## config.mk

```make
export PLATFORM = sky130hd
export DESIGN_NAME = lattice_sync_fifo
export DESIGN_NICKNAME = d
export VERILOG_FILES = /design/src/rtl/lattice_sync_fifo_pkg.sv /design/src/rtl/sync_fifo_mem.sv /design/src/rtl/lattice_sync_fifo.sv
export SDC_FILE = /design/constraint.sdc
export NUM_CORES = 2
export LEC_CHECK = 0
export ABC_AREA = 1
export CAP_MARGIN = 20
export CORE_MARGIN = 5
export CORE_UTILIZATION = 40
export CTS_CLUSTER_DIAMETER = 50
export DETAILED_ROUTE_END_ITERATION = 6
export DONT_BUFFER_PORTS = 1
export PLACE_DENSITY = 0.64
export SETUP_SLACK_MARGIN = 0.3
export SLEW_MARGIN = 20
export SYNTH_ARGS = -nofsm -noshare
export SYNTH_HDL_FRONTEND = slang
export SYNTH_SLANG_ARGS = --single-unit
```

## constraint.sdc

```tcl
create_clock -name clk -period 2.9 [get_ports clk]
set_clock_uncertainty 0.15 [all_clocks]
set_input_delay 0.145 -clock clk [delete_from_list [all_inputs] [get_ports clk]]
set_output_delay 0.145 -clock clk [all_outputs]
set_load 0.01 [all_outputs]
```

## src/rtl/lattice_sync_fifo_pkg.sv

```systemverilog
// Shared constants and helpers for the lattice synchronous FIFO.
package lattice_sync_fifo_pkg;

  // Read-mode selectors for the FWFT parameter
  localparam int unsigned FIFO_STD  = 0;
  localparam int unsigned FIFO_FWFT = 1;

  // Ceiling log2, returns 0 for inputs of 0 or 1
  function automatic int unsigned clog2(input int unsigned value);
    int unsigned v;
    int unsigned r;
    v = (value > 0) ? value - 1 : 0;
    r = 0;
    while (v > 0) begin
      v = v >> 1;
      r = r + 1;
    end
    return r;
  endfunction

endpackage

```

## src/rtl/sync_fifo_mem.sv

```systemverilog
// Simple dual-port single-clock RAM with registered read, shaped for block-RAM inference.
module sync_fifo_mem #(
  parameter int unsigned AW = 8,
  parameter int unsigned DW = 8
) (
  input  logic          clk,
  input  logic          reset,
  input  logic          i_we,
  input  logic [AW-1:0] i_waddr,
  input  logic [DW-1:0] i_wdata,
  input  logic          i_re,
  input  logic [AW-1:0] i_raddr,
  output logic [DW-1:0] o_rdata
);

  localparam int unsigned DEPTH = 1 << AW;

  logic [DW-1:0] r_mem [DEPTH];
  logic [DW-1:0] r_q;

  // Write port; array is never reset so it maps onto RAM
  always_ff @(posedge clk) begin
    if (i_we) begin
      r_mem[i_waddr] <= i_wdata;
    end
  end

  // Registered read port with resettable output register (old data on same-address write)
  always_ff @(posedge clk) begin
    if (reset) begin
      r_q <= '0;
    end else if (i_re) begin
      r_q <= r_mem[i_raddr];
    end
  end

  assign o_rdata = r_q;

endmodule

```

## src/rtl/lattice_sync_fifo.sv

```systemverilog
// Synchronous FIFO with standard or first-word-fall-through read mode.
module lattice_sync_fifo
  import lattice_sync_fifo_pkg::*;
#(
  parameter int unsigned AW        = 8,
  parameter int unsigned DW        = 8,
  parameter int unsigned FWFT      = FIFO_STD,
  parameter int unsigned AF_THRESH = (1 << AW) - 2,
  parameter int unsigned AE_THRESH = 2
) (
  input  logic          clk,
  input  logic          reset,
  input  logic          wr_en,
  input  logic [DW-1:0] data_in,
  input  logic          rd_en,
  output logic [DW-1:0] data_out,
  output logic          valid,
  output logic          full,
  output logic          empty,
  output logic          almost_full,
  output logic          almost_empty,
  output logic [AW:0]   count,
  output logic          overflow,
  output logic          underflow
);

  localparam int unsigned   CW      = AW + 1;
  localparam int unsigned   DEPTH   = 1 << AW;
  localparam logic [CW-1:0] DEPTH_C = CW'(DEPTH);
  localparam logic [CW-1:0] AF_C    = CW'(AF_THRESH);
  localparam logic [CW-1:0] AE_C    = CW'(AE_THRESH);
  localparam bit            IS_FWFT = (FWFT == FIFO_FWFT);

  logic [CW-1:0] r_wr_ptr;
  logic [CW-1:0] r_rd_ptr;
  logic [CW-1:0] r_count;
  logic          r_full;
  logic          r_empty;
  logic          r_valid;
  logic          r_overflow;
  logic          r_underflow;
  logic          r_use_byp;
  logic [DW-1:0] r_byp;

  logic          w_wr_acc;
  logic          w_rd_acc;
  logic [CW-1:0] w_wr_ptr_nxt;
  logic [CW-1:0] w_rd_ptr_nxt;
  logic [CW-1:0] w_count_nxt;
  logic          w_ram_re;
  logic [AW-1:0] w_ram_raddr;
  logic          w_byp_hit;
  logic [DW-1:0] w_ram_q;

  // Accept decisions, next pointers and RAM read control.
  // In FWFT mode the RAM continuously reads the next head; when that head is
  // being written on the same edge the RAM returns stale data, so the incoming
  // word is captured into a bypass register instead.
  always_comb begin
    w_wr_acc     = wr_en && !r_full;
    w_rd_acc     = rd_en && !r_empty;
    w_wr_ptr_nxt = r_wr_ptr + CW'(w_wr_acc);
    w_rd_ptr_nxt = r_rd_ptr + CW'(w_rd_acc);
    w_count_nxt  = w_wr_ptr_nxt - w_rd_ptr_nxt;
    w_ram_re     = w_rd_acc;
    w_ram_raddr  = r_rd_ptr[AW-1:0];
    w_byp_hit    = 1'b0;
    if (IS_FWFT) begin
      w_ram_re    = (w_count_nxt != '0);
      w_ram_raddr = w_rd_ptr_nxt[AW-1:0];
      w_byp_hit   = w_wr_acc && (r_wr_ptr == w_rd_ptr_nxt);
    end
  end

  // Pointer, occupancy, flag and bypass state
  always_ff @(posedge clk) begin
    if (reset) begin
      r_wr_ptr    <= '0;
      r_rd_ptr    <= '0;
      r_count     <= '0;
      r_full      <= 1'b0;
      r_empty     <= 1'b1;
      r_valid     <= 1'b0;
      r_overflow  <= 1'b0;
      r_underflow <= 1'b0;
      r_use_byp   <= 1'b0;
      r_byp       <= '0;
    end else begin
      r_wr_ptr <= w_wr_ptr_nxt;
      r_rd_ptr <= w_rd_ptr_nxt;
      r_count  <= w_count_nxt;
      r_full   <= (w_count_nxt == DEPTH_C);
      r_empty  <= (w_count_nxt == '0);
      r_valid  <= IS_FWFT ? (w_count_nxt != '0) : w_rd_acc;
      if (wr_en && r_full) begin
        r_overflow <= 1'b1;
      end
      if (rd_en && r_empty) begin
        r_underflow <= 1'b1;
      end
      if (w_ram_re) begin
        r_use_byp <= w_byp_hit;
        if (w_byp_hit) begin
          r_byp <= data_in;
        end
      end
    end
  end

  sync_fifo_mem #(
    .AW(AW),
    .DW(DW)
  ) u_mem (
    .clk    (clk),
    .reset  (reset),
    .i_we   (w_wr_acc),
    .i_waddr(r_wr_ptr[AW-1:0]),
    .i_wdata(data_in),
    .i_re   (w_ram_re),
    .i_raddr(w_ram_raddr),
    .o_rdata(w_ram_q)
  );

  assign data_out     = r_use_byp ? r_byp : w_ram_q;
  assign valid        = r_valid;
  assign full         = r_full;
  assign empty        = r_empty;
  assign count        = r_count;
  assign overflow     = r_overflow;
  assign underflow    = r_underflow;
  assign almost_full  = (r_count >= AF_C);
  assign almost_empty = (r_count <= AE_C);

endmodule

```

**After elaboration in Yosys (flattened, before gate mapping)**

Memories as Yosys holds them, arrays and structs flattened. A register that Yosys moved wholly into a read port is not among the register bits.
Index checks and enable logic that the tools add are counted.

- Bits in registers: 32
- Memory bits (writable): 2048
- Input bits: 12
- Word-level logic and storage cells: 24
- Memories kept: 1

- $add $sub $neg: 3
- Magnitude comparators: 2
- Equality and inequality tests: 1
- Muxes and demuxes: 2
- Reduce and logical (&&, ||, !) cells: 7

Memories:

| name | depth | bits a word | read ports | clocked after Yosys merged registers in | write ports | RTL line | text |
|---|---|---|---|---|---|---|---|
| u_mem.r_mem | 256 | 8 | 1 | 1 | 1 | sync_fifo_mem.sv:18 | `logic [DW-1:0] r_mem [DEPTH];` |

Operators with widths:

| kind | number |
|---|---|
| $add 9x1->9 | 2 |
| $eq 9x9->1 const B | 1 |
| $ge 9x8->1 const B | 1 |
| $le 9x2->1 const B | 1 |
| $logic_not 9->1 | 1 |
| $sub 9x9->9 | 1 |
| $logic_and 1x1->1 | 4 |
| $logic_not 1->1 | 2 |
| $mux 1 | 2 |

**Longest topological paths before layout**

- Word-level depth: 5
- Gate-level depth with buffers: 21
- Depth with buffers taken out: 20

**Cells and area by module**

A second synthesis with hierarchy kept.

- Cells, all modules: 7284
- Area total of the unflattened synthesis: 85276.8 sq um

By module, submodules not included:

| module | instances | cells an instance | area each (sq um) |
|---|---|---|---|
| sync_fifo_mem | 1 | 7038 | 83522.6 |
| lattice_sync_fifo | 1 | 246 | 1754.2 |

**Worst setup path after synthesis**

No wires, ideal clock.

- Path kind: register to register
- Start: register r_empty, in the netlist empty
- End: register r_empty, in the netlist empty
- Library setup time: 0.118 ns
- Arrival time: 2.682 ns
- Slack: -0.051 ns
- Stages on the path, launching flop included: 17
- Path buffers: 1
- Path through: dfxtp_1 -> nor2_1 -> clkbuf_1 -> ha_1 -> nand3_1 -> nor2_1 -> nand2_1 -> nor3_1 -> xor2_1 -> ha_1 -> a21oi_1 -> a21boi_0 -> nand2_1 -> nand2_1 -> nand2_1 -> nand3_1 -> nand2_1

- Cells in the longest elaborated chain, start to end: 5

Ends and longest elaborated chain:

| what | RTL line | text |
|---|---|---|
| start, declared | lattice_sync_fifo.sv:38 | `logic r_empty;` |
| start signal, assigned | lattice_sync_fifo.sv:93 | `r_empty <= (w_count_nxt == '0);` |
| $logic_not 1->1 | lattice_sync_fifo.sv:61 | `w_rd_acc = rd_en && !r_empty;` |
| $logic_and 1x1->1 | lattice_sync_fifo.sv:61 |  |
| via u_mem.i_re | sync_fifo_mem.sv:11 | `input logic i_re,` |
| $add 9x1->9 | lattice_sync_fifo.sv:63 | `w_rd_ptr_nxt = r_rd_ptr + CW'(w_rd_acc);` |
| $sub 9x9->9 | lattice_sync_fifo.sv:64 | `w_count_nxt = w_wr_ptr_nxt - w_rd_ptr_nxt;` |
| $logic_not 9->1 | lattice_sync_fifo.sv:93 |  |

The timed path passes the listed nets, and every way through them passes these cells.
A chain may end at the register's enable or synchronous reset.

**Final worst setup path**

- Start: register r_empty, in the netlist empty
- End: register r_empty, in the netlist empty

- Cells in the longest elaborated chain, start to end: 5

Ends and longest elaborated chain:

| what | RTL line |
|---|---|
| $logic_not 1->1 | lattice_sync_fifo.sv:61 |
| $logic_and 1x1->1 | lattice_sync_fifo.sv:61 |
| $add 9x1->9 | lattice_sync_fifo.sv:63 |
| $sub 9x9->9 | lattice_sync_fifo.sv:64 |
| $logic_not 9->1 | lattice_sync_fifo.sv:93 |

Every way passes these cells.

==> impl_summary.log <==
[metrics] Die ar.: 223000 um2
[metrics] number of buffers added by the clock tree synthesis step: 213
[metrics] nets: between 7k and 8k
[metrics] total number of yosys warnings: 0
[metrics] placed cell count: approximately 10k
[metrics] startpoint of the worst register-to-register path: empty
[metrics] minimum setup slack after placement: 0.0915 ns
[metrics] slowest cell on the critical path: dfxtp_2
[metrics] overall via count from detail_route: just under 60k
[metrics] Port Buf Inserts: 0
[metrics] source of the worst hold timing path: data_in[6]
[metrics] largest cells by area after synthesis: edfxtp_1, nand3_1, nand2_1, nor2_1, buf_2
[metrics] maximum net fanout on the critical path: 4
[metrics] Buf/Inv on CP: 0
[metrics] most common cell type on the critical path: nand2_2
[metrics] routability cong.: roughly 0.9
[metrics] destination of the worst register-to-register timing path: empty
[metrics] worst setup path category: reg2reg
[metrics] ys async rst share: 0%
[metrics] Max-slew headroom: 15.0%
[metrics] HPWL reported at the end of detailed placement: 130000 um
[metrics] synthesized flop and latch total: approximately 2.1k
[metrics] clock tree from TritonCTS: built
[metrics] post-synthesis area per instance: 11.6 um2
[metrics] antenna violations before repair: 7
[metrics] number of remaining DRC errors: 4
[metrics] post-synthesis to final-layout area growth: 16.1%
[metrics] design area: 99300 um2
[metrics] status: complete, but fails checks
[metrics] syn nets: 7388
[metrics] worst-case setup margin in the final layout: 0.181 ns
[metrics] clock slew seen by the registers of the worst setup and hold paths: about 0.060 ns
[metrics] number of cells on the worst hold path: 0
[metrics] worst min path class: in2reg
[metrics] sequential fraction of the synthesis area: 72.8%
[metrics] Chip Width: 472 um
[metrics] part of the cycle the worst path needs: a little over nine tenths
[metrics] final setup vio count: 0
[metrics] number of standard cells after synthesis: 7364
[metrics] failing checks: DRC, hold timing
[metrics] Hold Violations, Final: 1952
[metrics] nature of the critical path startpoint: register
[metrics] top cell type by total area after synthesis: edfxtp_1
[metrics] R2R cell count: 15
[metrics] achievable frequency: 368 MHz
[metrics] maximum ir drop on the vdd rail: 0.543 mV
[metrics] setup TNS: 0 ns
[metrics] predominant post-synthesis flop cell: edfxtp_1
[metrics] arrival time at the worst endpoint: 3.29 ns
[metrics] delay contributed by the slowest stage of the critical path: 0.34 ns
[metrics] cell at the root of the clock tree: clkbuf_16
[metrics] Final Max Tran Viols: 0
[metrics] layout cell share with drive strength beyond 1: 11.7%
[metrics] number of clock sinks: around 2.1k
[metrics] CTS H-tree depth: 4
[metrics] fraction of synthesized cell area taken by the top area cell type: 71.9%
[metrics] core footprint: around 210000 um2
[metrics] number of buffers on the longest clock path: 3
[metrics] count leader, synth: nand2_1
[metrics] number of max-cap violations: 0
[metrics] required time at the worst-slack endpoint: 3.47 ns
[metrics] Pwr per Cell Area: 665 nW/um2
[metrics] DIE HEIGHT: 472 um
[metrics] unrepaired setup endpoints after global routing: true
[metrics] delay-heaviest family, CP: simple AND/OR/NAND/NOR gates
[metrics] transition time at the pin with the least slew margin: 1.28 ns
[metrics] routed length per instance: 22.7 um
[metrics] routed vias/inst: around 5.5
[metrics] CP Capture Type: register
[metrics] standard-cell rows: approximately 170
[metrics] number of top-level design ports: 36
[metrics] post-place instance area: 90600 um2
[metrics] largest net degree at the start of global routing: around 260
[metrics] Detailed Route Iter0 Violations: 7135
[metrics] hold-critical path endpoint: u_mem.r_mem[165][6]
[metrics] Routed Antenna Nets: 0
[metrics] worst slack on hold paths: -0.643 ns
[metrics] list of most frequent post-synthesis cells: nand2_1, edfxtp_1, nand3_1
[metrics] post-route non-filler standard cell count: 10.6k
[metrics] Synth cell types: 37
[metrics] via count of the first global-routing pass: 55.1k
[metrics] total detailed-routing wirelength: 241000 um
[metrics] clock network latency to the later pin of the worst-skew pair: 0.86 ns
[metrics] Tmin final: around 2.7 ns
[metrics] first-pass GRT wire length: roughly 350000 um
[metrics] # hold bufs at CTS: 6
[metrics] gr usage total: approximately a fifth
[metrics] Leakage Power: 35.3 nW
[metrics] number of enable flip-flop cells after synthesis: 2048
[metrics] number of search-and-repair iterations in the first detailed-routing pass: 7
[metrics] Reg2Reg Setup Slack: 0.18 ns
[metrics] post-synth design cell area: between 80000 and 90000 um2
[metrics] total congestion overflow after global routing: 0
[metrics] initial standard-cell utilization of the core: 40.3%
[metrics] cell-by-cell trace of the critical path: nor2_4 > ha_4 > nand3_2 > nor2_2 > nand2_2 > nor3_4 > xor2_2 > ha_4 > a21oi_2 > a21boi_4 > nand2_2 > nand2_2 > nand2_1 > nand3_1 > nand2_1
[state kept, by name (all words and copies together), names as in the netlist]
signal         count
full               1
count              9
r_wr_ptr           9
empty              1
overflow           1
underflow          1
u_mem.o_rdata      8
r_rd_ptr           9
u_mem.r_mem     2048
valid              1
[where the power goes]
part	switching (mW)	leakage, nW	internal, mW	total (mW)
Sequential	0.118	18.7	33.2	33.3
Combinational	3.74	13.2	1.91	5.65
Clock	11.8	3.37	15.3	27.1
Total	15.7	35.3	50.4	66.0
[kinds of logic after synthesis]
group / count (synthesis) / synth area share [%]
buf+inv: 562 / 3.35
flops: 2088 / 72.8
xor+xnor: 14 / 0.152
compound gates: 23 / 0.140
simple gates: 4665 / 23.3
fa+ha+maj: 12 / 0.184
[cell type report]
cell class | count | area (um2)
antenna | 2 | 5.00
inverter | 76 | 338
clock buffer | 266 | 5610
multi-input combinational | 4714 | 20800
clock inverter | 130 | 1360
timing repair inverter | 4 | 42.5
timing repair buffer | 493 | 5260
tap | 2821 | 3530
fill | 18500 | 113000
sequential | 2088 | 62300
[timing repair]
action,4_1_cts,5_1_grt
endpoints found under the hold margin,2115,2048
gates resized for setup,51,95
setup endpoints to repair,13,68
setup buffers,23,13
gates cloned,14,12
pin swaps,4,20
[per-layer routing]
metal  part of all wire [%]  GRT usage (%)  wire length, um
met4                    3.8           8.07             9200
met2                     47           33.2           114000
met3                    8.9           3.34            21400
met1                     40           28.6            96600
met5                 0.0046              0               11
[layout by cell type, fill, tap and decap left out, types with 10 or more instances in the layout]
| cell | count |
|---|---|
| nand2_2 | 29 |
| inv_1 | 61 |
| buf_12 | 48 |
| nand3_1 | 1878 |
| buf_6 | 10 |
| dfxtp_1 | 32 |
| buf_4 | 384 |
| clkinv_2 | 29 |
| bufinv_16 | 16 |
| nor2_1 | 336 |
| buf_16 | 26 |
| clkbuf_1 | 45 |
| o21ai_0 | 10 |
| clkinv_1 | 55 |
| edfxtp_1 | 2048 |
| clkinv_16 | 10 |
| clkbuf_16 | 224 |
| nand2_1 | 2362 |
| nand3_2 | 29 |
[worst max path at each step]
| stage | startpoint | end | slack, ns | cells after the start |
|---|---|---|---|---|
| final | empty | empty | 0.18 | 15 |
| after global routing | empty | empty | 0.007 | 15 |
| after CTS | r_rd_ptr[1] | u_mem.o_rdata[2] | 0.27 | 13 |
| after detailed placement | r_rd_ptr[0] | u_mem.o_rdata[2] | 0.09 | 15 |
| after global placement | full | empty | 0.08 | 17 |
| after floorplan | full | empty | 0.31 | 18 |
[metrics by stage]
stage	utilization [%]	power (mW)
floorplan	-	37.4
global placement	42.6	38.8
detailed placement	42.6	38.9
CTS	46.3	66.0
global route	46.7	68.2
finish	46.7	66.0
(Power assumes the default switching activity.)
